`src/rtl/ram_arbiter.sv`:
```
// Two-master round-robin arbiter for the single-port program/data RAM.
// Grants one Avalon-MM transfer per cycle, supports bounded lock and steers read returns.
module ram_arbiter #(
  parameter int unsigned ADDR_W   = 11,
  parameter int unsigned DATA_W   = 32,
  parameter int unsigned BE_W     = 4,
  parameter int unsigned MAX_LOCK = 16
) (
  input  logic              clk,
  input  logic              reset_n,
  input  logic [ADDR_W-1:0] m0_address,
  input  logic [BE_W-1:0]   m0_byteenable,
  input  logic              m0_read,
  input  logic              m0_write,
  input  logic [DATA_W-1:0] m0_writedata,
  input  logic              m0_lock,
  output logic              m0_waitrequest,
  output logic [DATA_W-1:0] m0_readdata,
  output logic              m0_readdatavalid,
  input  logic [ADDR_W-1:0] m1_address,
  input  logic [BE_W-1:0]   m1_byteenable,
  input  logic              m1_read,
  input  logic              m1_write,
  input  logic [DATA_W-1:0] m1_writedata,
  input  logic              m1_lock,
  output logic              m1_waitrequest,
  output logic [DATA_W-1:0] m1_readdata,
  output logic              m1_readdatavalid,
  output logic [ADDR_W-1:0] ram_address,
  output logic [BE_W-1:0]   ram_byteenable,
  output logic [DATA_W-1:0] ram_writedata,
  output logic              ram_chipselect,
  output logic              ram_write,
  output logic              ram_clken,
  input  logic [DATA_W-1:0] ram_readdata
);

  localparam int unsigned CNT_W = $clog2(MAX_LOCK + 1);
  localparam logic [CNT_W-1:0] LOCK_LAST = CNT_W'(MAX_LOCK - 1);

  typedef enum logic [1:0] {
    IDLE = 2'd0,
    OWN0 = 2'd1,
    OWN1 = 2'd2
  } state_t;

  state_t            state_r, state_s;
  logic              rr_last_r, rr_last_s;
  logic [CNT_W-1:0]  lock_cnt_r, lock_cnt_s;
  logic              clken_r;
  logic              rd_valid0_r, rd_valid1_r;
  logic [ADDR_W-1:0] last_addr_r;
  logic [BE_W-1:0]   last_be_r;
  logic [DATA_W-1:0] last_wdata_r;

  logic              req0_s, req1_s;
  logic              owner_active_s, owner_id_s;
  logic              grant_valid_s, grant_id_s;
  logic              sel_read_s, sel_write_s, sel_lock_s;
  logic [ADDR_W-1:0] sel_addr_s;
  logic [BE_W-1:0]   sel_be_s;
  logic [DATA_W-1:0] sel_wdata_s;

  // Grant decision: a locked owner keeps the RAM, otherwise round-robin on ties.
  always_comb begin
    req0_s         = m0_read | m0_write;
    req1_s         = m1_read | m1_write;
    owner_active_s = 1'b0;
    owner_id_s     = 1'b0;
    grant_valid_s  = 1'b0;
    grant_id_s     = 1'b0;
    case (state_r)
      OWN0: begin
        owner_active_s = req0_s;
        owner_id_s     = 1'b0;
      end
      OWN1: begin
        owner_active_s = req1_s;
        owner_id_s     = 1'b1;
      end
      default: begin
        owner_active_s = 1'b0;
        owner_id_s     = 1'b0;
      end
    endcase
    if (!clken_r) begin
      grant_valid_s = 1'b0;
    end else if (owner_active_s) begin
      grant_valid_s = 1'b1;
      grant_id_s    = owner_id_s;
    end else if (req0_s && req1_s) begin
      grant_valid_s = 1'b1;
      grant_id_s    = ~rr_last_r;
    end else if (req0_s) begin
      grant_valid_s = 1'b1;
      grant_id_s    = 1'b0;
    end else if (req1_s) begin
      grant_valid_s = 1'b1;
      grant_id_s    = 1'b1;
    end else begin
      grant_valid_s = 1'b0;
    end
  end

  // Command mux from the granted master.
  always_comb begin
    if (grant_id_s) begin
      sel_read_s  = m1_read;
      sel_write_s = m1_write;
      sel_lock_s  = m1_lock;
      sel_addr_s  = m1_address;
      sel_be_s    = m1_byteenable;
      sel_wdata_s = m1_writedata;
    end else begin
      sel_read_s  = m0_read;
      sel_write_s = m0_write;
      sel_lock_s  = m0_lock;
      sel_addr_s  = m0_address;
      sel_be_s    = m0_byteenable;
      sel_wdata_s = m0_writedata;
    end
  end

  // Next state, lock counter and round-robin pointer.
  always_comb begin
    state_s    = IDLE;
    lock_cnt_s = '0;
    rr_last_s  = rr_last_r;
    if (grant_valid_s) begin
      rr_last_s = grant_id_s;
      if (sel_lock_s) begin
        if (owner_active_s) begin
          // The transfer that brings the count to MAX_LOCK is the owner's last.
          if (lock_cnt_r >= LOCK_LAST) begin
            state_s    = IDLE;
            lock_cnt_s = '0;
          end else begin
            state_s    = state_r;
            lock_cnt_s = lock_cnt_r + CNT_W'(1);
          end
        end else if (MAX_LOCK > 1) begin
          state_s    = grant_id_s ? OWN1 : OWN0;
          lock_cnt_s = CNT_W'(1);
        end else begin
          state_s = IDLE;
        end
      end else begin
        state_s = IDLE;
      end
    end else begin
      state_s = IDLE;
    end
  end

  // Arbitration state registers.
  always_ff @(posedge clk or negedge reset_n) begin
    if (!reset_n) begin
      state_r    <= IDLE;
      rr_last_r  <= 1'b1;
      lock_cnt_r <= '0;
      clken_r    <= 1'b0;
    end else begin
      state_r    <= state_s;
      rr_last_r  <= rr_last_s;
      lock_cnt_r <= lock_cnt_s;
      clken_r    <= 1'b1;
    end
  end

  // Read-return tags and last driven RAM command (held while idle).
  always_ff @(posedge clk or negedge reset_n) begin
    if (!reset_n) begin
      rd_valid0_r  <= 1'b0;
      rd_valid1_r  <= 1'b0;
      last_addr_r  <= '0;
      last_be_r    <= '0;
      last_wdata_r <= '0;
    end else begin
      rd_valid0_r <= grant_valid_s & sel_read_s & ~sel_write_s & ~grant_id_s;
      rd_valid1_r <= grant_valid_s & sel_read_s & ~sel_write_s & grant_id_s;
      if (grant_valid_s) begin
        last_addr_r  <= sel_addr_s;
        last_be_r    <= sel_be_s;
        last_wdata_r <= sel_wdata_s;
      end else begin
        last_addr_r  <= last_addr_r;
        last_be_r    <= last_be_r;
        last_wdata_r <= last_wdata_r;
      end
    end
  end

  assign m0_waitrequest   = ~(grant_valid_s & ~grant_id_s);
  assign m1_waitrequest   = ~(grant_valid_s & grant_id_s);
  assign m0_readdatavalid = rd_valid0_r;
  assign m1_readdatavalid = rd_valid1_r;
  assign m0_readdata      = ram_readdata;
  assign m1_readdata      = ram_readdata;
  assign ram_chipselect   = grant_valid_s;
  assign ram_write        = grant_valid_s & sel_write_s;
  assign ram_address      = grant_valid_s ? sel_addr_s  : last_addr_r;
  assign ram_byteenable   = grant_valid_s ? sel_be_s    : last_be_r;
  assign ram_writedata    = grant_valid_s ? sel_wdata_s : last_wdata_r;
  assign ram_clken        = clken_r;

endmodule

```
`config.mk`:
```
export PLATFORM = sky130hd
export DESIGN_NAME = ram_arbiter
export DESIGN_NICKNAME = d
export VERILOG_FILES = /design/src/rtl/ram_arbiter.sv
export SDC_FILE = /design/constraint.sdc
export NUM_CORES = 1
export LEC_CHECK = 0
export CAP_MARGIN = 5
export CORE_AREA = 2 2 98 100
export CTS_BUF_LIST = sky130_fd_sc_hd__clkbuf_4
export CTS_CLUSTER_DIAMETER = 200
export DETAILED_ROUTE_END_ITERATION = 6
export DIE_AREA = 0 0 100 102
export GPL_ROUTABILITY_DRIVEN = 1
export PLACE_DENSITY = 0.84
export SLEW_MARGIN = 20
export SYNTH_ARGS = -nofsm -noshare
export SYNTH_HDL_FRONTEND = slang
export SYNTH_SLANG_ARGS = --single-unit
```
`constraint.sdc`:
```
create_clock -name clk -period 4.22 [get_ports clk]
set_clock_uncertainty 0.1 [all_clocks]
set_input_delay 0.844 -clock clk [delete_from_list [all_inputs] [get_ports clk]]
set_output_delay 0.844 -clock clk [all_outputs]
set_load 0.01 [all_outputs]
```
==> After elaboration in Yosys (flattened, before gate mapping) <==
Index checks and enable logic that the tools add are counted.
{ "totals": {"regBits": 58, "word_cells": 58, "inputBits": 134, "output_inout_bits": 118} }
{ "op_classes": {"magnitude_cmp": 1, "n_reduce_logical": 1, "muxes": 29, "n_eq_ne": 3, "bitwise": 14, "n_addsub": 1} }
{ "ops": {"columns": ["op", "count"], "rows": [
  ["32-bit 2-to-1 mux", 2],
  ["11-bit 2-to-1 mux", 2],
  ["5-bit 2-to-1 mux", 4],
  ["1-bit 2-to-1 mux", 13],
  ["2-bit 2-to-1 mux", 5],
  ["4-bit 2-to-1 mux", 2],
  ["1-bit AND", 7],
  ["5-bit by 1-bit adder with 5-bit output, second input constant", 1],
  ["5-bit by 4-bit greater-or-equal comparator with 1-bit output, second input constant", 1],
  ["1-bit NOT", 5],
  ["4-bit by 3-bit inequality test with 1-bit output, second input constant", 1],
  ["2-bit by 1-bit equality test with 1-bit output, second input constant", 1],
  ["2-bit equality test, second input constant", 1],
  ["1-bit OR", 2],
  ["1-bit case mux with 2 select lines", 1],
  ["1-bit logical AND", 1]
]} }

==> Logic depth before layout (Yosys ltp) <==
Gate-level depths: netlist (run 1).
{ "logic_depth": {"depth_word": 10, "depth_mapped": 9, "depth_no_buf": 8} }

==> Least setup slack after synthesis (run 1) <==
OpenSTA, ideal clock, no wires.
{ "synth_timing": {"path_kind": "input to output", "from": "in m1_read", "to": "out ram_address[3]", "path_buffers": 1, "path_slack_ps": 1158, "path_stages": 7, "arrival_time_ps": 2118, "required_ps": 3276, "cell_sequence": "nor2_2 o32a_4 mux2i_4 nor2_1 inv_2 buf_4 o21ai_0"} }
{ "synth_between": {"elab_chain_cells": 8, "word_cells_on_any_way": 14, "classes_between": "mux (12); bitwise (1); reduce/logical (1)"} }
{ "synth_lines": {"columns": ["item", "line_no", "rtl"], "rows": [
  ["start: declaration", "22", "input logic m1_read,"],
  ["1-bit OR *", "67", "req1_s = m1_read | m1_write;"],
  ["1-bit 2-to-1 mux", "97", "end else if (req1_s) begin"],
  ["1-bit 2-to-1 mux", "94", "end else if (req0_s) begin"],
  ["1-bit 2-to-1 mux", "91", "end else if (req0_s && req1_s) begin"],
  ["1-bit 2-to-1 mux", "88", "end else if (owner_active_s) begin"],
  ["1-bit 2-to-1 mux", "86", "if (!clken_r) begin"],
  ["11-bit 2-to-1 mux", "107", "if (grant_id_s) begin"],
  ["11-bit 2-to-1 mux *", null, null],
  ["end: declaration", "29", "output logic [ADDR_W-1:0] ram_address,"]
]} }
Mark *: on every way between the ends. The rest lies on a longest branch, timed or not.

==> Final worst setup path (run 1) <==
{ "layout_timing": {"from": "in m1_write", "to": "out ram_writedata[7]"} }
{ "layout_between": {"elab_chain_cells": 8, "word_cells_on_any_way": 14, "classes_between": "mux (12); bitwise (1); reduce/logical (1)"} }
{ "layout_lines": {"columns": ["item", "line_no", "rtl"], "rows": [
  ["start: declaration", "23", "input logic m1_write,"],
  ["1-bit OR *", "67", null],
  ["1-bit 2-to-1 mux", "97", null],
  ["1-bit 2-to-1 mux", "94", null],
  ["1-bit 2-to-1 mux", "91", null],
  ["1-bit 2-to-1 mux", "88", null],
  ["1-bit 2-to-1 mux", "86", null],
  ["32-bit 2-to-1 mux", "107", null],
  ["32-bit 2-to-1 mux *", null, null],
  ["end: declaration", "31", "output logic [DATA_W-1:0] ram_writedata,"]
]} }
Marks and branches as above.

==> results of run 1 <==
[registers in the layout, summed over array words and instances, names as in the netlist]
register and flops:
m1_readdatavalid 1, state_r 2, last_be_r 4, ram_clken 1
rr_last_r 1, lock_cnt_r 5, m0_readdatavalid 1, last_wdata_r 32
last_addr_r 11
[per-stage QoR]
step,std cells,TNS [ps],cell area (sq um)
6_report,541,0,4490
5_1_grt,541,-224,4490
3_5_place_dp,525,0,4330
3_3_place_gp,525,0,4330
4_1_cts,541,0,4470
2_1_floorplan,331,0,3140
[cells by family after synthesis]
logic type,Yosys count,share of synthesized area [%]
muxes,3,1.36
DFF,58,46.3
other,1,0.120
buffers and inverters,135,24.6
AOI/OAI and AO/OA,101,20.8
and+or+nand+nor,28,4.87
adders and majority gates,4,1.60
xor gates and xnor gates,1,0.279
[power breakdown]
group | leakage (nW) | internal [mW] | switching, mW
clock | 0.0729 | 0.192 | 0.210
sequential | 0.705 | 0.632 | 0.0233
combinational | 1.27 | 0.280 | 0.209
total | 2.05 | 1.10 | 0.443
[worst max path at each step]
stage / from / end / slack [ps]
floorplan: m1_read / ram_address[3] / 1160
global placement: m1_write / ram_writedata[11] / 20
detailed placement: m1_write / ram_byteenable[2] / 10
CTS: m1_write / ram_byteenable[2] / 7
global route: m1_write / ram_writedata[8] / -50
finish: m1_write / ram_writedata[7] / 70
[worst max-delay path, cell delays in order]
cell             delay, ps
clkdlybuf4s50_1        530
nor2_2                  70
o32a_4                 350
mux2i_4                200
nor2_1                 150
inv_2                   70
buf_12                 160
o21ai_0                230
clkdlybuf4s50_1        580
[per-layer routing]
metal,routed length (microns),up-vias
met5,0,-
met4,192,0
met3,728,27
met2,4040,127
met1,3150,1233
li1,-,1220
[cells in the mapped netlist (all sizes together) (2+ instances only)]
cell / instances / area (sq um)
a22oi: 47 / 353
buf: 75 / 547
clkbuf: 5 / 18.8
dfrtp: 57 / 1430
ha: 4 / 50.1
inv: 55 / 206
mux2i: 3 / 42.5
nand2: 8 / 30.0
nor2: 11 / 43.8
nor3b: 2 / 20.0
o21ai: 51 / 259
[cell type report]
type                       instances  area share, %
clock buffer                      11           1.84
clock inverter                     5           1.23
multi-input combinational        138           20.4
tap                              111           3.09
sequential                        58           32.3
inverter                          55           4.59
timing repair buffer             163           36.5
[repair_timing]
action | 4_1_cts | 5_1_grt
resized for setup | 0 | 32
setup buffers | 0 | 0
endpoints found under the setup margin | 0 | 39
==> results.md, run 1 <==
- Status: finished, final reports clean
- Worst Tran Pin Value: 504 ps
- Largest net degree at the start of global routing: 40
- H-tree Lvls: 3
- Max FO, Critical Path: 33
- Mean Syn Cell Area: 9.47 sq um
- Async S/R FF share, synth: 100%
- Top_reg_cell synth: dfrtp_1
- Multi-input gate area: 917 sq um
- Relative slew slack: 66.4%
- I/O Buffers: 155
- Met3 usage: 5.75%
- Vias in the first global route: 2,774
- Peak supply drop: 0.156 mV
- Place WS: 11.7 ps
- Worst setup EP type: primary output
- Die area: 10,200 sq um
- Core Rows: 35
- Setup CP Type: in -> out
- Power Density: 344 nW/um^2
- # IOs: 252
- Post-synthesis sequential area ratio: 46.3%
- Final net count: 563
- Final worst path period need: 4150 ps
- Synth warn: 0
- Total inserted antenna cells: 0
- Final HPWL DP: 6110 microns
- Min Hold Slack: 303 ps
- Die H: 102 microns
- Reg area: 1450 sq um
- Max Root-Sink Buffers: 2
- First DRT Iteration DRCs: 75
- Yosys reg bits: 58
- Final setup violation count: 0
- Worst setup margin: 69.4 ps
- Hold-fix buffers, CTS: 0
- Starting density of the core: 34.4%
- Total Wirelength: 8110 microns
- Antenna violations before repair: 0
- Clock-pin slew on the worst setup and hold paths: 110 ps
- Residual DRC: 0
- Final Util: 49.3%
- # Max-Cap Violations: 0
- Worst endpoint required time: 3280 ps
- Crit path DAT: 3210 ps
- 1st-pass router iterations: 4
- Met1 usage: 17.9%
- Unique masters post-synth: 32
- ANT nets after route: 0
- FF-to-FF path depth: 9
- Overflow after GRT: 0
- Syn_nets: 469
- Chip width: 100 microns
- Crit Reg-Reg Startpoint: state_r[0]
- Final worst path period share: 98.4%
- RSZ-0062 raised after global routing: true
- Final GP Congestion: 0.795
- Startpoint Class: input port
- Layout overhead on the synthesized area: 43.3%
- Reg2Reg Setup Slack: 1930 ps
- Fillers: 850
- Min-delay worst type: in -> async
- Wire length per cell: 15.0 microns
- CTS tree: built
- Num CTS Buffers: 9
- Most frequent cells in the layout: 147 x clkdlybuf4s50_1, 57 x dfrtp_1, 53 x inv_1
- GRT Total Usage: 16.4%
- Post-Syn Area: 3140 sq um
- Global routing usage on met2: 29.0%
- Slew Viols, Final: 0
- First-pass GRT wire length: 13,100 microns
- Gate Count Post-Synth: 331
- Final Hold Vio Count: 0
- Clk sinks: 58
- Worst skew pair latency: 390 ps
- Layout cell share with drive strength beyond 1: 9.07%
- Power after layout: 1.55 mW
- CORE AREA: 9110 sq um
- CTS root buffer: clkbuf_4
- Max Freq: 241 MHz
- GRT busiest layer: met2
- Via count: 2,607
- Number of synthesized flops with an enable pin: 0
- Via density: 4.82
- Worst r2r dst: last_wdata_r[20]
- Most common cell after layout, fill and taps aside: clkdlybuf4s50_1
- Pleak: 2.05 nW
(Power assumes the default switching activity.)
==> inputs of run 2 (changes only) <==
--- a/config.mk
+++ b/config.mk
@@ -13,6 +13,8 @@
 export DIE_AREA = 0 0 100 102
 export GPL_ROUTABILITY_DRIVEN = 1
 export PLACE_DENSITY = 0.84
+export REMOVE_ABC_BUFFERS = 1
+export SKIP_CTS_REPAIR_TIMING = 1
 export SLEW_MARGIN = 20
 export SYNTH_ARGS = -nofsm -noshare
 export SYNTH_HDL_FRONTEND = slang
==> results.md, run 2 (synthesis gave the netlist of run 1 again) <==
- Final net count: 562 (was 563)
- Residual DRC: 0 (unchanged)
- Wire length per cell: 20.3 microns (was 15.0 microns)
- Worst endpoint required time: 3280 ps (about the same)
- Final HPWL DP: 8570 microns (was 6110 microns)
- Peak supply drop: 0.187 mV (was 0.156 mV)
- Layout overhead on the synthesized area: 45.0% (was 43.3%)
- Clk sinks: 58 (unchanged)
- FF-to-FF path depth: 9 (unchanged)
- Die H: 102 microns (unchanged)
- Largest net degree at the start of global routing: 52 (was 40)
- Relative slew slack: 62.1% (was 66.4%)
- H-tree Lvls: 3 (unchanged)
- Worst setup EP type: primary output (unchanged)
- Final Hold Vio Count: 0 (unchanged)
- Startpoint Class: input port (unchanged)
- Final GP Congestion: 0.814 (was 0.795)
- Slew Viols, Final: 0 (unchanged)
- Max FFs per register: 32 (unchanged)
- Top flop regs: last_wdata_r: 32 flops, last_addr_r: 11 flops, lock_cnt_r: 5 flops (unchanged)
- Placed instance count: 524 (was 525)
- RSZ-0062 raised after global routing: true (unchanged)
- Final setup violation count: 0 (unchanged)
- Power after layout: 1.60 mW (was 1.55 mW)
- ANT nets after route: 0 (unchanged)
- Overflow after GRT: 0 (unchanged)
- GRT Total Usage: 21.7% (was 16.4%)
- Max Root-Sink Buffers: 2 (unchanged)
- Setup CP Type: in -> out (unchanged)
- Power Density: 352 nW/um^2 (was 344 nW/um^2)
- Max FO, Critical Path: 25 (was 33)
- Core Rows: 35 (unchanged)
- Final worst path period share: 98.7% (was 98.4%)
- Vias in the first global route: 2,883 (was 2,774)
- Starting density of the core: 34.4% (unchanged)
- Final Util: 49.9% (was 49.3%)
- Worst setup margin: 55.1 ps (was 69.4 ps)
- Place WS: -147 ps (was 11.7 ps)
- Antenna violations before repair: 1 (was 0)
- Via density: 5.01 (was 4.82)
- Total Wirelength: 11,000 microns (was 8110 microns)
- First DRT Iteration DRCs: 98 (was 75)
- Layout cell share with drive strength beyond 1: 9.11% (was 9.07%)
- CTS tree: built (unchanged)
- Crit path DAT: 3220 ps (was 3210 ps)
- Most frequent cells in the layout: 141 x clkdlybuf4s50_1, 57 x dfrtp_1, 53 x inv_1 (was 147 x clkdlybuf4s50_1, 57 x dfrtp_1, 53 x inv_1)
- # Max-Cap Violations: 0 (unchanged)
- Most common cell after layout, fill and taps aside: clkdlybuf4s50_1 (unchanged)
- Fin cells: 540 (was 541)
- First-pass GRT wire length: 16,300 microns (was 13,100 microns)
- Final worst path period need: 4160 ps (was 4150 ps)
- Chip width: 100 microns (unchanged)
- Most flop-heavy register: last_wdata_r (unchanged)
- # IOs: 252 (unchanged)
- CTS root buffer: clkbuf_4 (unchanged)
- Num CTS Buffers: 9 (unchanged)
- Via count: 2,704 (was 2,607)
- Worst skew pair latency: 390 ps (about the same)
- I/O Buffers: 155 (unchanged)
- Status: finished, final reports clean (unchanged)
- Clock-pin slew on the worst setup and hold paths: 100 ps (was 110 ps)
- Min-delay worst type: in -> async (unchanged)
- Max Freq: 240 MHz (was 241 MHz)
- Pleak: 2.12 nW (was 2.05 nW)
- 1st-pass router iterations: 4 (unchanged)
- CORE AREA: 9110 sq um (unchanged)
- Die area: 10,200 sq um (unchanged)
- Worst Tran Pin Value: 569 ps (was 504 ps)
==> run 2: changes by cell type in the layout (fill, tap and decap cells not counted), sizes merged <==
cell           before  now
clkbuf             11   10
diode               0    1
bufinv              1    2
dlymetal6s2s        7   13
clkdlybuf4s50     147  141
clkinv              2    1
buf                 9    8
==> run 2: final timing paths <==
kind	start	slack, ps	end
max in group asynchronous	reset_n	2780	rr_last_r
min in group clk	rr_last_r	420	rr_last_r
max	m1_write	60	ram_address[0]
min reg2reg	rr_last_r	420	rr_last_r
max reg2reg	state_r[0]	1980	last_addr_r[5]
min	reset_n	330	last_wdata_r[8]
==> run 2: critical path, cell delays in order <==
cell	delay, ps
clkdlybuf4s50_1	530
nor2_2	80
o32a_4	340
mux2i_4	210
nor2_2	130
inv_2	80
buf_12	160
o21ai_0	240
clkdlybuf4s50_1	610
==> run 2: final cells by class <==
class                           count  area, sq um
Fill cell                         842         4560
Timing Repair Buffer              162         1670
Sequential cell                    58         1450
Multi-Input combinational cell    138          922
Inverter                           55          206
Tap cell                          111          139
Clock inverter                      5         80.1
Clock buffer                       10         75.1
Antenna cell                        1         2.50
==> run 2: metal layers <==
metal,track usage (%),up-vias,part of all wire (%)
li1,-,1224,-
met1,26.6,1263,41
met2,29.5,200,41
met3,14.3,15,16
met4,8.75,2,1.7
met5,5.77,-,0.43
==> run 2: power breakdown <==
part	internal (mW)	total (mW)	leakage [nW]	switching, mW
Sequential	0.632	0.656	0.705	0.0235
Combinational	0.280	0.494	1.33	0.215
Clock	0.243	0.452	0.0785	0.209
==> run 2: stage by stage <==
stage          hold WS (ps)  cell area [sq um]  setup TNS (ps)
2_1_floorplan           377               2570               0
3_3_place_gp            391               4350            -136
3_5_place_dp            402               4350            -174
4_1_cts                 315               4500            -290
5_1_grt                 335               4550            -246
6_report                330               4550               0
